[src/rtl/mips_bus_pkg.sv]
// Shared types for the MIPS bus interface unit: access sizes, FSM states,
// requesting channel, and the alignment rule used by the FSM and lane logic.
package mips_bus_pkg;

    typedef enum logic [1:0] {
        SZ_BYTE  = 2'd0,
        SZ_HALF  = 2'd1,
        SZ_WORD  = 2'd2,
        SZ_DWORD = 2'd3
    } size_e;

    typedef enum logic [1:0] {
        IDLE = 2'd0,
        BUS  = 2'd1,
        DONE = 2'd2
    } state_e;

    typedef enum logic {
        CH_IF = 1'b0,
        CH_D  = 1'b1
    } chan_e;

    // A dword access is only legal on a 64-bit bus.
    function automatic logic is_misaligned(input size_e sz, input logic [2:0] off,
                                           input logic wide);
        logic m;
        case (sz)
            SZ_BYTE: m = 1'b0;
            SZ_HALF: m = off[0];
            SZ_WORD: m = |off[1:0];
            default: m = !wide || (|off);
        endcase
        return m;
    endfunction

endpackage

[src/rtl/mips_bus_lane.sv]
// Combinational lane logic: little-endian byteenable and write-data placement,
// load extraction with sign/zero extension, and misalignment detection.
module mips_bus_lane
    import mips_bus_pkg::*;
#(
    parameter int DATA_W = 32
) (
    input  size_e                         sz_i,
    input  logic [$clog2(DATA_W/8)-1:0]   off_i,
    input  logic                          signed_i,
    input  logic [DATA_W-1:0]             wdata_i,
    input  logic [DATA_W-1:0]             rdata_i,
    output logic [DATA_W/8-1:0]           be_o,
    output logic [DATA_W-1:0]             wdata_o,
    output logic [DATA_W-1:0]             rdata_o,
    output logic                          misaligned_o
);
    localparam int BE_W  = DATA_W / 8;
    localparam int OFF_W = $clog2(BE_W);

    logic [DATA_W-1:0] size_mask;
    logic [DATA_W-1:0] rd_shift;
    logic [BE_W-1:0]   be_mask;
    logic              sign_bit;
    logic [OFF_W+2:0]  shamt;

    // Size-dependent masks, then shift into / out of the addressed lanes.
    always_comb begin
        shamt     = {off_i, 3'b000};
        rd_shift  = rdata_i >> shamt;
        size_mask = '0;
        be_mask   = '0;
        sign_bit  = 1'b0;
        case (sz_i)
            SZ_BYTE: begin
                be_mask        = BE_W'(1);
                size_mask[7:0] = '1;
                sign_bit       = rd_shift[7];
            end
            SZ_HALF: begin
                be_mask         = BE_W'(3);
                size_mask[15:0] = '1;
                sign_bit        = rd_shift[15];
            end
            SZ_WORD: begin
                be_mask         = BE_W'(15);
                size_mask[31:0] = '1;
                sign_bit        = rd_shift[31];
            end
            default: begin
                be_mask   = '1;
                size_mask = '1;
                sign_bit  = rd_shift[DATA_W-1];
            end
        endcase
        be_o         = be_mask << off_i;
        wdata_o      = (wdata_i & size_mask) << shamt;
        rdata_o      = (rd_shift & size_mask) | ((signed_i && sign_bit) ? ~size_mask : '0);
        misaligned_o = is_misaligned(sz_i, 3'(off_i), DATA_W == 64);
    end

endmodule

[src/rtl/mips_bus_if.sv]
// Bus interface unit: arbitrates fetch and data channels onto one Avalon-style
// master port. Data requests win over fetches. Misaligned requests skip the bus.
// Optional build macro MIPS_BUS_TIMEOUT_EN aborts a bus cycle after TIMEOUT_CYC
// waitrequest cycles; without it the unit waits on waitrequest indefinitely.
module mips_bus_if
    import mips_bus_pkg::*;
#(
    parameter int ADDR_W      = 32,
    parameter int DATA_W      = 32,
    parameter int TIMEOUT_CYC = 256
) (
    input  logic                  clk,
    input  logic                  reset,
    input  logic                  if_req,
    input  logic [ADDR_W-1:0]     if_addr,
    output logic                  if_ack,
    output logic [31:0]           if_rdata,
    input  logic                  d_req,
    input  logic                  d_we,
    input  logic [1:0]            d_size,
    input  logic                  d_signed,
    input  logic [ADDR_W-1:0]     d_addr,
    input  logic [DATA_W-1:0]     d_wdata,
    output logic                  d_ack,
    output logic [DATA_W-1:0]     d_rdata,
    output logic                  d_err,
    output logic                  busy,
    output logic [ADDR_W-1:0]     address,
    output logic                  read,
    output logic                  write,
    input  logic                  waitrequest,
    output logic [DATA_W-1:0]     writedata,
    output logic [DATA_W/8-1:0]   byteenable,
    input  logic [DATA_W-1:0]     readdata
);
    localparam int BE_W  = DATA_W / 8;
    localparam int OFF_W = $clog2(BE_W);

    state_e            state_q, state_d;
    chan_e             ch_q;
    logic [ADDR_W-1:0] addr_q;
    size_e             sz_q;
    logic              we_q, sgn_q;
    logic [DATA_W-1:0] wdata_q, d_rdata_q;
    logic [31:0]       if_rdata_q;
    logic              d_err_q;

    logic              any_req, in_mis, bus_exit, bus_act, to_hit;
    size_e             in_sz;
    logic [OFF_W-1:0]  in_off;

    logic [BE_W-1:0]   lane_be;
    logic [DATA_W-1:0] lane_wdata, lane_rdata;
    logic              lane_mis;

    mips_bus_lane #(.DATA_W(DATA_W)) u_lane (
        .sz_i         (sz_q),
        .off_i        (addr_q[OFF_W-1:0]),
        .signed_i     (sgn_q),
        .wdata_i      (wdata_q),
        .rdata_i      (readdata),
        .be_o         (lane_be),
        .wdata_o      (lane_wdata),
        .rdata_o      (lane_rdata),
        .misaligned_o (lane_mis)
    );

`ifdef MIPS_BUS_TIMEOUT_EN
    localparam int TO_W = $clog2(TIMEOUT_CYC + 1);
    logic [TO_W-1:0] to_cnt_q;

    // Count stalled bus cycles; cleared in IDLE so every bus cycle starts at zero.
    always_ff @(posedge clk or negedge reset) begin
        if (!reset) begin
            to_cnt_q <= '0;
        end else if (state_q == IDLE) begin
            to_cnt_q <= '0;
        end else if (state_q == BUS && waitrequest) begin
            to_cnt_q <= to_cnt_q + 1'b1;
        end
    end

    assign to_hit = (state_q == BUS) && waitrequest && (to_cnt_q == TO_W'(TIMEOUT_CYC - 1));
`else
    assign to_hit = 1'b0;
`endif

    assign any_req  = d_req || if_req;
    assign bus_exit = !waitrequest || to_hit;

    // Request decode and next-state selection.
    always_comb begin
        state_d = state_q;
        in_sz   = d_req ? size_e'(d_size) : SZ_WORD;
        in_off  = d_req ? d_addr[OFF_W-1:0] : if_addr[OFF_W-1:0];
        in_mis  = is_misaligned(in_sz, 3'(in_off), DATA_W == 64);
        case (state_q)
            IDLE:    if (any_req) state_d = in_mis ? DONE : BUS;
            BUS:     if (bus_exit) state_d = DONE;
            DONE:    state_d = IDLE;
            default: state_d = IDLE;
        endcase
    end

    // State register, request latch, and result registers updated on entry to DONE.
    always_ff @(posedge clk or negedge reset) begin
        if (!reset) begin
            state_q    <= IDLE;
            ch_q       <= CH_IF;
            addr_q     <= '0;
            sz_q       <= SZ_BYTE;
            we_q       <= 1'b0;
            sgn_q      <= 1'b0;
            wdata_q    <= '0;
            d_rdata_q  <= '0;
            d_err_q    <= 1'b0;
            if_rdata_q <= '0;
        end else begin
            state_q <= state_d;
            case (state_q)
                IDLE: if (any_req) begin
                    ch_q    <= d_req ? CH_D : CH_IF;
                    addr_q  <= d_req ? d_addr : if_addr;
                    sz_q    <= in_sz;
                    we_q    <= d_req && d_we;
                    sgn_q   <= d_req && d_signed;
                    wdata_q <= d_wdata;
                    if (in_mis) begin
                        if (d_req) begin
                            d_err_q   <= 1'b1;
                            d_rdata_q <= '0;
                        end else begin
                            if_rdata_q <= '0;
                        end
                    end
                end
                // waitrequest still high on exit can only mean a timeout abort.
                BUS: if (bus_exit) begin
                    if (ch_q == CH_D) begin
                        d_err_q   <= waitrequest;
                        d_rdata_q <= (we_q || waitrequest) ? '0 : lane_rdata;
                    end else begin
                        if_rdata_q <= waitrequest ? 32'd0 : lane_rdata[31:0];
                    end
                end
                default: ;
            endcase
        end
    end

    // Misaligned requests never reach BUS; the lane check only guards the strobes.
    assign bus_act    = (state_q == BUS) && !lane_mis;
    assign read       = bus_act && !we_q;
    assign write      = bus_act && we_q;
    assign address    = bus_act ? {addr_q[ADDR_W-1:OFF_W], OFF_W'(0)} : '0;
    assign byteenable = bus_act ? lane_be : '0;
    assign writedata  = (bus_act && we_q) ? lane_wdata : '0;

    assign busy     = (state_q != IDLE);
    assign d_ack    = (state_q == DONE) && (ch_q == CH_D);
    assign if_ack   = (state_q == DONE) && (ch_q == CH_IF);
    assign d_rdata  = d_rdata_q;
    assign d_err    = d_err_q;
    assign if_rdata = if_rdata_q;

endmodule

[config.mk]
export PLATFORM = sky130hd
export DESIGN_NAME = mips_bus_if
export DESIGN_NICKNAME = d
export VERILOG_FILES = /design/src/rtl/mips_bus_pkg.sv /design/src/rtl/mips_bus_lane.sv /design/src/rtl/mips_bus_if.sv
export SDC_FILE = /design/constraint.sdc
export NUM_CORES = 1
export LEC_CHECK = 0
export ABC_CLOCK_PERIOD_IN_PS = 2100
export BUFFER_PORTS_ARGS = -buffer_cell sky130_fd_sc_hd__clkbuf_2
export CAP_MARGIN = 20
export CORE_ASPECT_RATIO = 0.75
export CORE_MARGIN = 10
export CORE_UTILIZATION = 25
export CTS_BUF_LIST = sky130_fd_sc_hd__clkbuf_4 sky130_fd_sc_hd__clkbuf_8
export CTS_CLUSTER_DIAMETER = 60
export DETAILED_ROUTE_END_ITERATION = 6
export SLEW_MARGIN = 15
export SYNTH_ARGS = -nofsm -noshare
export SYNTH_HDL_FRONTEND = slang
export SYNTH_SLANG_ARGS = --single-unit
[constraint.sdc]
create_clock -name clk -period 2.1 [get_ports clk]
set_clock_uncertainty 0.15 [all_clocks]
set_input_delay 0.525 -clock clk [delete_from_list [all_inputs] [get_ports clk]]
set_output_delay 0.525 -clock clk [all_outputs]
set_load 0.01 [all_outputs]
## Yosys cells after proc, flatten, opt, wreduce, memory -nomap -nowiden

Cells that the tools add are included.

- Equality and inequality tests: 13
- Shift-type cells: 3
- Muxes and demuxes: 37
- Bitwise logic cells: 5
- Reduce and logical (&&, ||, !) cells: 24

Operator list:

| cell | number |
|---|---|
| 32-bit 2-to-1 mux | 15 |
| 32-bit one-hot mux with 2 select lines | 2 |
| 32-bit AND | 2 |
| 32-bit inverter | 1 |
| 32-bit OR | 1 |
| 32-bit by 5-bit left shift with 32-bit output | 1 |
| 32-bit by 5-bit >> shifter with 32-bit output | 1 |
| 16-bit 2-to-1 mux | 1 |
| 2-bit != test, second input constant | 7 |
| 6-bit AND reduction | 2 |
| 2-bit 2-to-1 mux | 5 |
| 1-bit logical AND | 8 |
| 8-bit 2-to-1 mux | 1 |
| 4-bit one-hot mux with 2 select lines | 1 |
| 2-bit by 1-bit == test with 1-bit output, second input constant | 3 |
| 2-bit == test, second input constant | 3 |
| 2-bit logical NOT | 3 |
| 1-bit 2-to-1 mux | 6 |
| 1-bit one-hot mux with 3 select lines | 2 |
| 2-bit OR reduction | 3 |
| 4-bit 2-to-1 mux | 1 |
| 1-bit one-hot mux with 2 select lines | 2 |
| 2-bit one-hot mux with 2 select lines | 1 |
| 2-bit AND reduction | 2 |
| other kinds (5) | 8 |

- Flip-flop bits (word level): 136
- Input bits: 137
- Output and inout port bits: 138
- Word-level logic and storage cells: 92

## Longest topological paths before layout

- Depth in word-level cells: 10
- Gate-level depth with buffers: 8
- Gate-level depth less buffers: 5

## Modules after synthesis

From an unflattened synthesis, not the netlist that was laid out.

- Cell total of the unflattened synthesis: 750
- Area, all modules: 7250.7 µm²

By module, submodules not included:

| module | instances | cells each | area each (µm²) | sequential area each (µm²) |
|---|---|---|---|---|
| mips_bus_if | 1 | 540 | 5786.8 | 3403.3 |
| mips_bus_lane | 1 | 210 | 1463.9 | 0.0 |

## Worst setup path before layout

OpenSTA, ideal clock, no wires.

- Path kind: register -> output
- Start point: reg addr_q[0]
- End point: out byteenable[1]
- Arrival time: 1.691 ns
- Required time: 1.425 ns
- Slack: -0.266 ns
- Stages on the path, launching flop included: 6
- Path buffers: 4
- Path through: dfrtp_1 buf_2 buf_2 buf_4 buf_2 a2111oi_0

- Cells in the longest elaborated chain, start to end: 5
- Elaborated cells between the ends (all ways): 6
- Those cells by class: shift: 1; mux: 2; reduce/logical: 3

Ends and longest elaborated chain:

| element | RTL line | RTL |
|---|---|---|
| start, declared | mips_bus_if.sv:41 | `logic [ADDR_W-1:0] addr_q;` |
| start signal, assigned | mips_bus_if.sv:123 | `addr_q <= d_req ? d_addr : if_addr;` |
| 2-bit OR reduction | mips_bus_pkg.sv:30 | `SZ_WORD: m = \|off[1:0];` |
| 1-bit one-hot mux with 3 select lines | mips_bus_pkg.sv:27 | `case (sz)` |
| 1-bit logical NOT | mips_bus_if.sv:152 | `assign bus_act = (state_q == BUS) && !lane_mis;` |
| 1-bit logical AND | mips_bus_if.sv:152 |  |
| 4-bit 2-to-1 mux (*) | mips_bus_if.sv:156 | `assign byteenable = bus_act ? lane_be : '0;` |
| end, declared | mips_bus_if.sv:33 | `output logic [DATA_W/8-1:0] byteenable,` |

Every way passes the cells marked *; elsewhere a longest branch is shown, timed or not.

## Final worst setup path

- Start point: reg addr_q[0]
- End point: out writedata[26]

- Cells in the longest elaborated chain, start to end: 6
- Elaborated cells between the ends (all ways): 7
- Those cells by class: shift: 1; mux: 2; reduce/logical: 4

Ends and longest elaborated chain:

| element | RTL line | RTL |
|---|---|---|
| 2-bit OR reduction | mips_bus_pkg.sv:30 |  |
| 1-bit one-hot mux with 3 select lines | mips_bus_pkg.sv:27 |  |
| 1-bit logical NOT | mips_bus_if.sv:152 |  |
| 1-bit logical AND | mips_bus_if.sv:152 |  |
| 1-bit logical AND | mips_bus_if.sv:157 | `assign writedata = (bus_act && we_q) ? lane_wdata : '0;` |
| 32-bit 2-to-1 mux (*) | mips_bus_if.sv:157 |  |
| end, declared | mips_bus_if.sv:32 | `output logic [DATA_W-1:0] writedata,` |

Marked as above.

==> metrics <==
Setup TNS -35080 ps; CTS Root Cell clkbuf_8; Synth Register Bits 136; min-delay src d_wdata[2]; WP data required 1420 ps; minimum clock period 2710 ps; layout cells sized above 1 43.7%; RSZ-0062 raised after global routing yes; total gr overflow 0; Avg WL per Cell 19.6 microns; number of global-route vias before repair 7308; syn_area_per_cell 9.56 sq um; number of synthesized flops with an enable pin 0; Reg2Reg Depth 6; Die W 216 microns; Sw Share 43.6%; Gate power share 52.1%; final-report max-slew violation count 0; cell with the most instances after synthesis nand2_1; CTS tree built; FF-to-FF setup slack 100 ps; Synth Flop Type dfrtp_1; port bufs 272; WL final 28.6 mm; Post-Synthesis Cells 756; Hold Path Depth 3; clock latency on the worst-skew pair 460 ps; Layout Nets 1196; fraction of registers with async set/reset 100%; Synth Warn # 0; Critical R2R Launch state_q[0]; Setup crit end kind output port; top post-synthesis cells by area dfrtp_1 47%, mux2i_1 9.0%, nand2_1 7.9%, a32o_1 4.8%, o21ai_0 4.4%; num rows 53; Worst Slack Setup Final -610 ps; slew margin rel. 66.6%; pin count of the biggest net entering global routing 77; wire length of the first global-routing pass 43.8 mm; VDD IR max 0.596 mV; dpl cell area 9460 sq um; post-route cell area 10500 sq um; placed insts 1408; Layout area overhead 44.6%; clock power share 16.7%; Unique masters post-synth 56; Core Box Area 28200 sq um; post-route ant nets 0; clk sinks 136; Synth top cells by count 152 x nand2_1, 136 x dfrtp_1, 65 x mux2i_1; count of final setup violators 68; reg2reg end d_rdata[11]; status finished, violations left; sequential share of power 31.2%; number of DRC markers in iteration 0 446; Hold Crit Class input pin to register; Hold Path End wdata_q[2]; crit-path max FO 8; full die area 36200 sq um; Die H 167 microns; PwrDens 1430 nW/um^2; Pint 8.43 mW; # DRC 0; Worst Path Arrival 2030 ps; cell taking the most area after synthesis dfrtp_1; kind of critical path register to output port; final worst path period share 129%; P_leak 5.31 nW; slew of the pin with the lowest slew margin 501 ps; Critical Path Start Type register; Initial Util 25.6%; via count 7023; Post-Layout Cell Count 1458; sequential area share after synthesis 47.1%; routability cong. 0.888; final hold vios 0; 1st-pass router iterations 5; H-tree depth 4; fmax 369 MHz; post-DP HPWL 21.1 mm; mapped cell area 7230 sq um; failing checks setup timing; Tot GR Track Use 15.3%; share of the synthesized area in the top cell type 47.1%; initial antenna violation count 1; Boundary Pins 275; Num CTS Buffers 17; total of max-cap violations 0; Vias/cell 4.82; CTS Buffer Depth 2; clk slew on worst S/H paths 90 ps; Psw 6.51 mW
==> repair_timing <==
action | CTS | global route
pin swaps | 8 | 5
gates cloned | 3 | 1
buffers inserted | 2 | 10
hold buffers | 1 | 0
endpoints found under the setup margin | 96 | 112
hold endpoints to repair | 114 | 0
gates resized for setup | 52 | 72
==> critical path: stages, from the launching register on <==
cell	delay [ps]
dfrtp_2	430
buf_4	150
buf_4	170
buf_12	140
mux2i_1	170
nor2_1	60
a21oi_1	250
nor2_2	70
clkbuf_2	130
==> layout by cell type, fill, tap and decap left out, drive strengths merged, types with 2 or more instances in the layout <==
cell type,count
dfrtp,136
clkinv,7
nand2,153
nor2b,7
conb,2
nand3,2
a2111oi,3
buf,113
nor3,3
nor2,31
a22o,16
o21a,2
or3b,4
inv,20
o2bb2ai,8
mux2i,65
o21ai,66
o211ai,9
nor3b,9
clkinvlp,3
clkbuf,259
a32oi,8
a21oi,27
bufinv,4
a32o,35
a2bb2oi,8
a211oi,2
and3,38
mux2,9
nand2b,6
==> power by group through the flow <==
stage	registers (mW)	logic (mW)	clock network (mW)
floorplan	4.57	4.31	0
global placement	4.64	7.09	0
detailed placement	4.65	7.15	0
CTS	4.63	7.50	2.57
global route	4.81	8.53	2.68
finish	4.65	7.79	2.50
==> routing by layer <==
layer | wire (microns) | GRT usage (%)
met5 | 0 | 0
met4 | 270 | 3.49
met3 | 2760 | 6.03
met2 | 13300 | 24.3
met1 | 12300 | 19.3
==> state kept, by name (all words and copies together) (netlist names) <==
signal,cells
addr_q,32
d_rdata,32
if_rdata,32
wdata_q,32
state_q,2
sz_q,2
ch_q,1
d_err,1
sgn_q,1
we_q,1
==> worst max-delay path by stage <==
stage	cells past startpoint	startpoint	to	slack, ps
global placement	4	sz_q[1]	byteenable[1]	-180
CTS	8	sz_q[1]	writedata[9]	-620
floorplan	6	addr_q[0]	writedata[12]	-50
finish	8	addr_q[0]	writedata[26]	-610
global route	8	sz_q[1]	writedata[11]	-720
detailed placement	4	sz_q[1]	byteenable[1]	-190
==> stage by stage <==
stage,power [mW],hold WS (ps),worst slack (ps),util [%]
after floorplan,8.88,79.4,-52.6,-
after global placement,11.7,180,-176,33.5
after detailed placement,11.8,178,-186,33.5
after CTS,14.7,59.0,-621,36.1
after global routing,16.0,72.0,-723,37.0
final,14.9,91.9,-610,37.0
==> area by class of cell <==
| cell class | instances | area (sq um) |
|---|---|---|
| Fill cell | 2920 | 17800 |
| Multi-Input combinational cell | 529 | 3700 |
| Sequential cell | 136 | 3410 |
| Timing Repair Buffer | 355 | 2310 |
| Tap cell | 385 | 482 |
| Clock buffer | 18 | 248 |
| Clock inverter | 14 | 196 |
| Inverter | 19 | 83.8 |
| Timing Repair inverter | 1 | 16.3 |
| Antenna cell | 1 | 2.50 |
==> cells by family (layout without fill, tap and decap cells) <==
family | count (synthesis) | count (layout) | synth area share, %
other | 1 | 3 | 0.0519
xor gates and xnor gates | 1 | 1 | 0.121
DFF | 136 | 136 | 47.1
and+or+nand+nor | 261 | 261 | 17.1
muxes | 74 | 74 | 10.4
AOI/OAI and AO/OA | 191 | 191 | 19.0
buffers and inverters | 92 | 407 | 6.28
Note: power is estimated with default switching activity, not from simulation.
